File: src/rtl/sobel_radicand_gen.sv
// sobel_radicand_gen: bit-serial Gx^2 + Gy^2 radicand engine
// Saturates to OUT_W bits and hands off over valid/ready.
module sobel_radicand_gen #(
    parameter int IN_W  = 11,
    parameter int OUT_W = 16
) (
    input  logic                   clk,
    input  logic                   rst,
    input  logic                   in_valid,
    output logic                   in_ready,
    input  logic signed [IN_W-1:0] gx,
    input  logic signed [IN_W-1:0] gy,
    output logic                   out_valid,
    input  logic                   out_ready,
    output logic [OUT_W-1:0]       radicand,
    output logic                   sat
);

    localparam int CNT_W = (IN_W > 1) ? $clog2(IN_W) : 1;
    localparam int ACC_W = 2 * IN_W + 1;
    localparam logic [CNT_W-1:0] LAST = CNT_W'(IN_W - 1);

    typedef enum logic [1:0] {
        S_IDLE,
        S_SQX,
        S_SQY,
        S_DONE
    } state_t;

    state_t r_state;
    state_t w_state_next;

    logic [IN_W-1:0]  r_mag_x;
    logic [IN_W-1:0]  r_mag_y;
    logic [ACC_W-1:0] r_acc;
    logic [CNT_W-1:0] r_cnt;
    logic [OUT_W-1:0] r_radicand;
    logic             r_sat;

    logic [IN_W-1:0]  w_abs_x;
    logic [IN_W-1:0]  w_abs_y;
    logic [IN_W-1:0]  w_mag;
    logic             w_bit;
    logic             w_last;
    logic             w_accept;
    logic [ACC_W-1:0] w_shift;
    logic [ACC_W-1:0] w_acc_next;
    logic             w_sat;

    // Two's-complement magnitude; -2^(IN_W-1) maps to 2^(IN_W-1) unsigned.
    assign w_abs_x = gx[IN_W-1] ? (~gx + 1'b1) : gx;
    assign w_abs_y = gy[IN_W-1] ? (~gy + 1'b1) : gy;

    assign in_ready  = (r_state == S_IDLE) && !rst;
    assign out_valid = (r_state == S_DONE);
    assign radicand  = r_radicand;
    assign sat       = r_sat;
    assign w_accept  = in_valid && in_ready;

    // One shift-add step of the multiplier currently squaring.
    assign w_mag      = (r_state == S_SQX) ? r_mag_x : r_mag_y;
    assign w_bit      = w_mag[r_cnt];
    assign w_last     = (r_cnt == LAST);
    assign w_shift    = ACC_W'(w_mag) << r_cnt;
    assign w_acc_next = r_acc + (w_bit ? w_shift : '0);
    assign w_sat      = |w_acc_next[ACC_W-1:OUT_W];

    // State register.
    always_ff @(posedge clk) begin
        if (rst) begin
            r_state <= S_IDLE;
        end else begin
            r_state <= w_state_next;
        end
    end

    // Next-state logic.
    always_comb begin
        w_state_next = r_state;
        unique case (r_state)
            S_IDLE: if (w_accept) w_state_next = S_SQX;
            S_SQX:  if (w_last) w_state_next = S_SQY;
            S_SQY:  if (w_last) w_state_next = S_DONE;
            S_DONE: if (out_ready) w_state_next = S_IDLE;
            default: w_state_next = S_IDLE;
        endcase
    end

    // Datapath: capture, accumulate, and load the saturated result.
    always_ff @(posedge clk) begin
        if (rst) begin
            r_mag_x    <= '0;
            r_mag_y    <= '0;
            r_acc      <= '0;
            r_cnt      <= '0;
            r_radicand <= '0;
            r_sat      <= 1'b0;
        end else begin
            unique case (r_state)
                S_IDLE: begin
                    if (w_accept) begin
                        r_mag_x <= w_abs_x;
                        r_mag_y <= w_abs_y;
                        r_acc   <= '0;
                        r_cnt   <= '0;
                    end
                end
                S_SQX, S_SQY: begin
                    r_acc <= w_acc_next;
                    r_cnt <= w_last ? '0 : r_cnt + 1'b1;
                    if (r_state == S_SQY && w_last) begin
                        r_radicand <= w_sat ? '1 : w_acc_next[OUT_W-1:0];
                        r_sat      <= w_sat;
                    end
                end
                default: begin
                end
            endcase
        end
    end

endmodule

File: config.mk
export PLATFORM = sky130hd
export DESIGN_NAME = sobel_radicand_gen
export DESIGN_NICKNAME = d
export VERILOG_FILES = /design/src/rtl/sobel_radicand_gen.sv
export SDC_FILE = /design/constraint.sdc
export NUM_CORES = 1
export LEC_CHECK = 0
export ABC_AREA = 1
export CAP_MARGIN = 20
export CORE_MARGIN = 1
export CORE_UTILIZATION = 30
export CTS_CLUSTER_SIZE = 28
export DETAILED_ROUTE_END_ITERATION = 8
export SYNTH_ARGS = -nofsm -noshare
export SYNTH_HDL_FRONTEND = slang
export SYNTH_SLANG_ARGS = --single-unit
File: constraint.sdc
create_clock -name clk -period 4.6 [get_ports clk]
set_input_delay 0.92 -clock clk [delete_from_list [all_inputs] [get_ports clk]]
set_output_delay 0.92 -clock clk [all_outputs]
set_load 0.05 [all_outputs]
=== Yosys cells after proc, flatten, opt, wreduce, memory -nomap -nowiden ===
Index checks and enable logic that the tools add are counted.
W data, S select, Z words.

* Reductions and logical operators: 12
* $add $sub $neg: 4
* Divide/modulo/power cells: 0
* $mul: 0
* Shifts and indexed selects: 1
* $lt $le $gt $ge: 1
* Equality and inequality tests: 8
* Bitwise gates (word level): 2
* Muxes and demuxes: 17

{| class="wikitable"
|+ Operator list
! operator !! count
|-
| $mux W23 || 2
|-
| $pmux W23 S2 || 1
|-
| $mux W11 || 3
|-
| $add A23 B23 Y23 || 1
|-
| $shl A11 B4 Y23 || 1
|-
| $add A11 B1 Y11 const B || 2
|-
| $not A11 Y11 || 2
|-
| $mux W16 || 1
|-
| $mux W2 || 4
|-
| $mux W4 || 2
|-
| $pmux W2 S4 || 1
|-
| $pmux W4 S2 || 1
|-
| $reduce_or A7 Y1 || 1
|-
| $ne A2 B2 Y1 const B || 3
|-
| $reduce_and A2 Y1 || 3
|-
| $lt A4 B5 Y1 const B || 1
|-
| $add A4 B1 Y4 const B || 1
|-
| $bmux W1 S4 || 1
|-
| $eq A2 B2 Y1 const B || 2
|-
| $eq A4 B4 Y1 const B || 1
|-
| $reduce_and A4 Y1 || 1
|-
| $logic_and A1 B1 Y1 || 3
|-
| $eq A2 B1 Y1 const B || 1
|-
| $logic_not A2 Y1 || 1
|-
| other kinds (5) || 5
|}

* Input port bits: 26
* Output and inout bits: 19
* Bits in registers: 68
* Latch bits: 0
* Bits in writable memories: 0
* ROM bits: 0
* Memories kept: 0

=== Longest topological paths before layout ===
* Depth after elaboration: 8
* Mapped depth: 31
* Gate-level depth less buffers: 29

=== Least setup slack after synthesis ===
No wires, ideal clock.

* Path type: reg2reg
* Start: register r_state[1]
* End: register r_radicand[13], in the netlist radicand[13]
* Arrival time: 3473 ps
* Path slack: 1009 ps
* Setup time: 118 ps
* Cell stages (with the launch flop): 25
* Data required time: 4482 ps
* Cells stage by stage: dfxtp_1 > inv_1 > ha_1 > buf_2 > o21ai_0 > o21ai_1 > o211ai_1 > nand3_2 > o21a_1 > buf_2 > a211oi_1 > ha_1 > nand2_1 > inv_2 > nand2_1 > nand2_1 > a21oi_1 > nand3b_1 > nand2_2 > nand3_2 > nor2_4 > nand3_4 > buf_12 > nor2_4 > nor2_1

* Longest elaborated chain between the ends: 8
* Elaborated cells on any way between the ends: 13
* Those cells by class: add/sub (1); eq/ne (2); shift (1); mux (5); reduce/logical (4)

{| class="wikitable"
|+ Ends and longest elaborated chain
! what !! RTL line !! RTL
|-
| start: declaration || 30 || <nowiki>state_t r_state;</nowiki>
|-
| start signal: assignment || 73 || <nowiki>r_state <= w_state_next;</nowiki>
|-
| $eq A2 B1 Y1 || 61, 99 ||
|-
| $mux W11 || 61 || <nowiki>assign w_mag = (r_state == S_SQX) ? r_mag_x : r_mag_y;</nowiki>
|-
| $bmux W1 S4 || 62 || <nowiki>assign w_bit = w_mag[r_cnt];</nowiki>
|-
| $mux W1 (implied by the code) || 62 ||
|-
| $mux W23 || 65 || <nowiki>assign w_acc_next = r_acc + (w_bit ? w_shift : '0);</nowiki>
|-
| $add A23 B23 Y23 || 65 ||
|-
| $reduce_or A7 Y1 || 66 || <nowiki>assign w_sat = |w_acc_next[ACC_W-1:OUT_W];</nowiki>
|-
| $mux W16 || 112 || <nowiki>r_radicand <= w_sat ? '1 : w_acc_next[OUT_W-1:0];</nowiki>
|-
| end signal: assignment || 112 ||
|-
| end: declaration || 37 || <nowiki>logic [OUT_W-1:0] r_radicand;</nowiki>
|}

Parallel ways exist; a longest one is shown, timed or not. The select of a mux whose other input is x is not followed.
A chain may end at the register's enable or synchronous reset.

=== Final worst setup path ===
* Start: register r_state[1]
* End: register r_radicand[1], in the netlist radicand[1]

Same word-level chain as after synthesis.

==> impl_metrics.json <==
{
  "outcome": "finished, final reports clean",
  "yosysTopAreaCellShare_pct": 25.11,
  "ys_ff_latch": 68,
  "antenna_found_initial": 0,
  "root_buffer": "clkbuf_16",
  "placed_cell_area_mm2": 0.006066,
  "seq_area_frac_synth_pct": 25.11,
  "maxCapViolCount": 0,
  "skew_ns": 0.009006,
  "track_usage_pct": 17.19,
  "ir_worst_vdd_mv": 0.2219,
  "swShare_pct": 41.83,
  "finalWorstSetupSlack_ns": 0.5100,
  "nNetsFinal": 967,
  "rows": 48,
  "worst-endpoint-required_ns": 4.84,
  "worstSetupPathType": "register to register",
  "synth_edf_count": 0,
  "path_max_fanout": 23,
  "portBuffers": 44,
  "min_period_ns": 4.090,
  "dp_slack_ns": 0.2965,
  "worst-path-buf-inv": 4,
  "p_total_mw": 2.518,
  "drt_iter0_drc": 268,
  "clockBufferDepth": 2,
  "overflow": 0,
  "hold_viol_final": 0,
  "synthTopCellsByArea": "dfxtp_1 (25%), nand2_1 (18%), ha_1 (7.2%)",
  "fmax_ghz": 0.2445,
  "seqPwrFrac_pct": 27.4,
  "synth.distinct_cells": 43,
  "remaining_drc_errors": 0,
  "io_pins": 45,
  "synth_area_mm2": 0.005421,
  "clkSlewWorstSetupHoldPaths_ns": 0.06,
  "dr.pass1.iters": 5,
  "p_int_mw": 1.465,
  "clock_latency_ns": 0.36,
  "clock_sinks": 68,
  "whs_ns": 0.4699,
  "grt_pass1_vias": 5046,
  "fin_crit_sh_pct": 88.91,
  "hold_path.class": "register to register",
  "drive_gt1_share_pct": 8.643,
  "critPathArrivalTime_ns": 4.33,
  "yosysTopAreaCell": "dfxtp_1",
  "rsz0062_at_grt": "false",
  "max_slew.worst_pin.slew_ns": 0.9213,
  "place_hpwl_um": 11290,
  "via_per_inst": 4.664,
  "slew_headroom_pct": 38.51,
  "cts_tree": "yes",
  "die_area_mm2": 0.01861,
  "yosys_warnings": 0,
  "die_x_um": 136.4,
  "crit_family": "simple AND/OR/NAND/NOR gates",
  "gp_congestion": 0.9822,
  "end_kind": "register",
  "die_h_um": 136.4,
  "worst_setup_path_start_kind": "register",
  "p_comb_share_pct": 42.4,
  "grt_max_degree": 38,
  "wirelength_um": 14540,
  "synth_ff_type": "dfxtp_1",
  "numCtsBuffers": 9,
  "max_stage_delay_ns": 0.36,
  "ys_async_sr_fraction_pct": 0,
  "setup_viol_count_final": 0,
  "htree_levels": 3,
  "cp_slowest_cell": "ha_1",
  "grt_pass1_wl_um": 24600,
  "area_growth_pct": 18.14,
  "p_sw_mw": 1.053,
  "drtAntennaViolNets": 0,
  "syn_avg_cell_area_um2": 6.189,
  "synth_fp_nets": 934,
  "start_util_pct": 31.02,
  "synthCells": 876,
  "cpMostUsedCell": "nand2_1",
  "drv_slew": 0,
  "final_area_mm2": 0.006405,
  "core_area_mm2": 0.01748,
  "leakagePower_nw": 2.937,
  "vias": 5312,
  "antenna_cells": 0,
  "tns_ns": 0,
  "avgRoutedWirePerCell_um": 12.76,
  "power_frac_clock_pct": 30.3,
  "power_density_mw_per_mm2": 393.2
}
[cell usage in the layout (no fill, tap or decap), drive strengths merged, types with 14 or more instances in the layout]
cell type / n
clkdlybuf4s50: 43
dfxtp: 68
nand3: 35
nand2: 272
xor2: 19
o21ai: 77
nor2: 96
ha: 31
inv: 113
a21oi: 56
nor3: 14
[per-stage QoR]
| stage | util [%] | instances |
|---|---|---|
| after floorplan | - | 876 |
| after global placement | 34.71 | 1122 |
| after detailed placement | 34.71 | 1122 |
| after CTS | 36.53 | 1138 |
| after global routing | 36.65 | 1139 |
| final | 36.65 | 1139 |
[synth_stat cells, types with 2 or more instances]
master,number
o21ai_0,76
dfxtp_1,68
nand3_2,3
a21oi_1,55
inv_2,13
nor3_1,14
clkbuf_1,25
o41ai_1,2
buf_2,5
nor2_1,76
or2_2,3
xnor2_1,7
o31ai_1,4
nand3b_1,2
xor2_1,19
ha_1,31
inv_1,100
nand2_1,261
nand4_1,9
clkinv_1,2
nand2_2,11
a31oi_1,3
o21bai_1,3
nor2_2,9
a21boi_0,2
mux2i_1,6
nor2_4,11
nand3_1,31
a211oi_1,11
[logic make-up after synthesis]
logic type | after synthesis | synth area share, %
simple gates | 434 | 34.96
flops | 68 | 25.11
fa+ha+maj | 32 | 7.524
compound gates | 162 | 16.43
xor+xnor | 26 | 4.200
buf+inv | 147 | 10.59
other cells | 1 | 0.06917
mux | 6 | 1.108
[power by group through the flow]
stage / combinational (mW) / sequential [mW] / clock (mW)
floorplan: 0.814 / 0.685 / 0
global placement: 1.06 / 0.701 / 0
detailed placement: 1.06 / 0.702 / 0
CTS: 1.07 / 0.690 / 0.781
global route: 1.21 / 0.698 / 0.810
finish: 1.07 / 0.689 / 0.762
[area by class of cell]
class	instances	area [µm²]
Multi-Input combinational cell	661	3487
Timing Repair Buffer	54	525.5
Sequential cell	68	1361
Clock buffer	11	242.7
Fill cell	1946	11070
Clock inverter	5	75.07
Inverter	115	431.7
Tap cell	225	281.5
[metal layers]
metal | routed length (µm) | vias to the layer above | GRT usage (%) | share of wire, %
li1 | - | 2874 | - | -
met2 | 6546 | 100 | 27.95 | 45
met4 | 310 | 0 | 5.864 | 2.1
met1 | 7039 | 2314 | 21.77 | 48
met5 | 0 | - | 0 | 0
met3 | 641 | 24 | 4.586 | 4.4
[registers in the layout, indices dropped and copies added (netlist names)]
name / flops
r_acc: 23
radicand: 16
sat: 1
r_state: 2
r_mag_x: 11
r_cnt: 4
r_mag_y: 11
[path summary, 6_finish.rpt]
check | from | end | slack [ns] | cells past startpoint
max | r_state[1]$_SDFFE_PP0P_ | radicand[1]$_SDFFE_PP0P_ | 0.51 | 25
min | r_acc[20]$_SDFFE_PP0P_ | r_acc[20]$_SDFFE_PP0P_ | 0.47 | 2
max reg2reg | r_state[1]$_SDFFE_PP0P_ | radicand[1]$_SDFFE_PP0P_ | 0.51 | 25
min reg2reg | r_acc[20]$_SDFFE_PP0P_ | r_acc[20]$_SDFFE_PP0P_ | 0.47 | 2
[timing repair]
| action | CTS | global route |
|---|---|---|
| setup endpoints to repair | 0 | 16 |
| resized for setup | 0 | 2 |
| buffers inserted | 0 | 1 |
| hold buffers | 0 | 0 |
[worst register-to-register path: stages, from the launching register on]
cell	delay (ns)
dfxtp_1	0.35
inv_1	0.09
ha_1	0.18
buf_4	0.19
nand2_1	0.08
o21ai_0	0.11
nand2_1	0.10
o21ai_1	0.07
o211ai_1	0.19
nand3_2	0.20
o21a_2	0.25
a211oi_1	0.29
ha_1	0.36
nand2_1	0.13
inv_2	0.05
nand2_1	0.05
nand2_1	0.09
a21oi_1	0.23
nand3b_1	0.15
nand2_2	0.12
nand3_2	0.11
nor2_4	0.14
nand3_4	0.08
buf_12	0.20
nor2_1	0.12
nor2_1	0.05
Note: power is estimated with default switching activity, not from simulation.
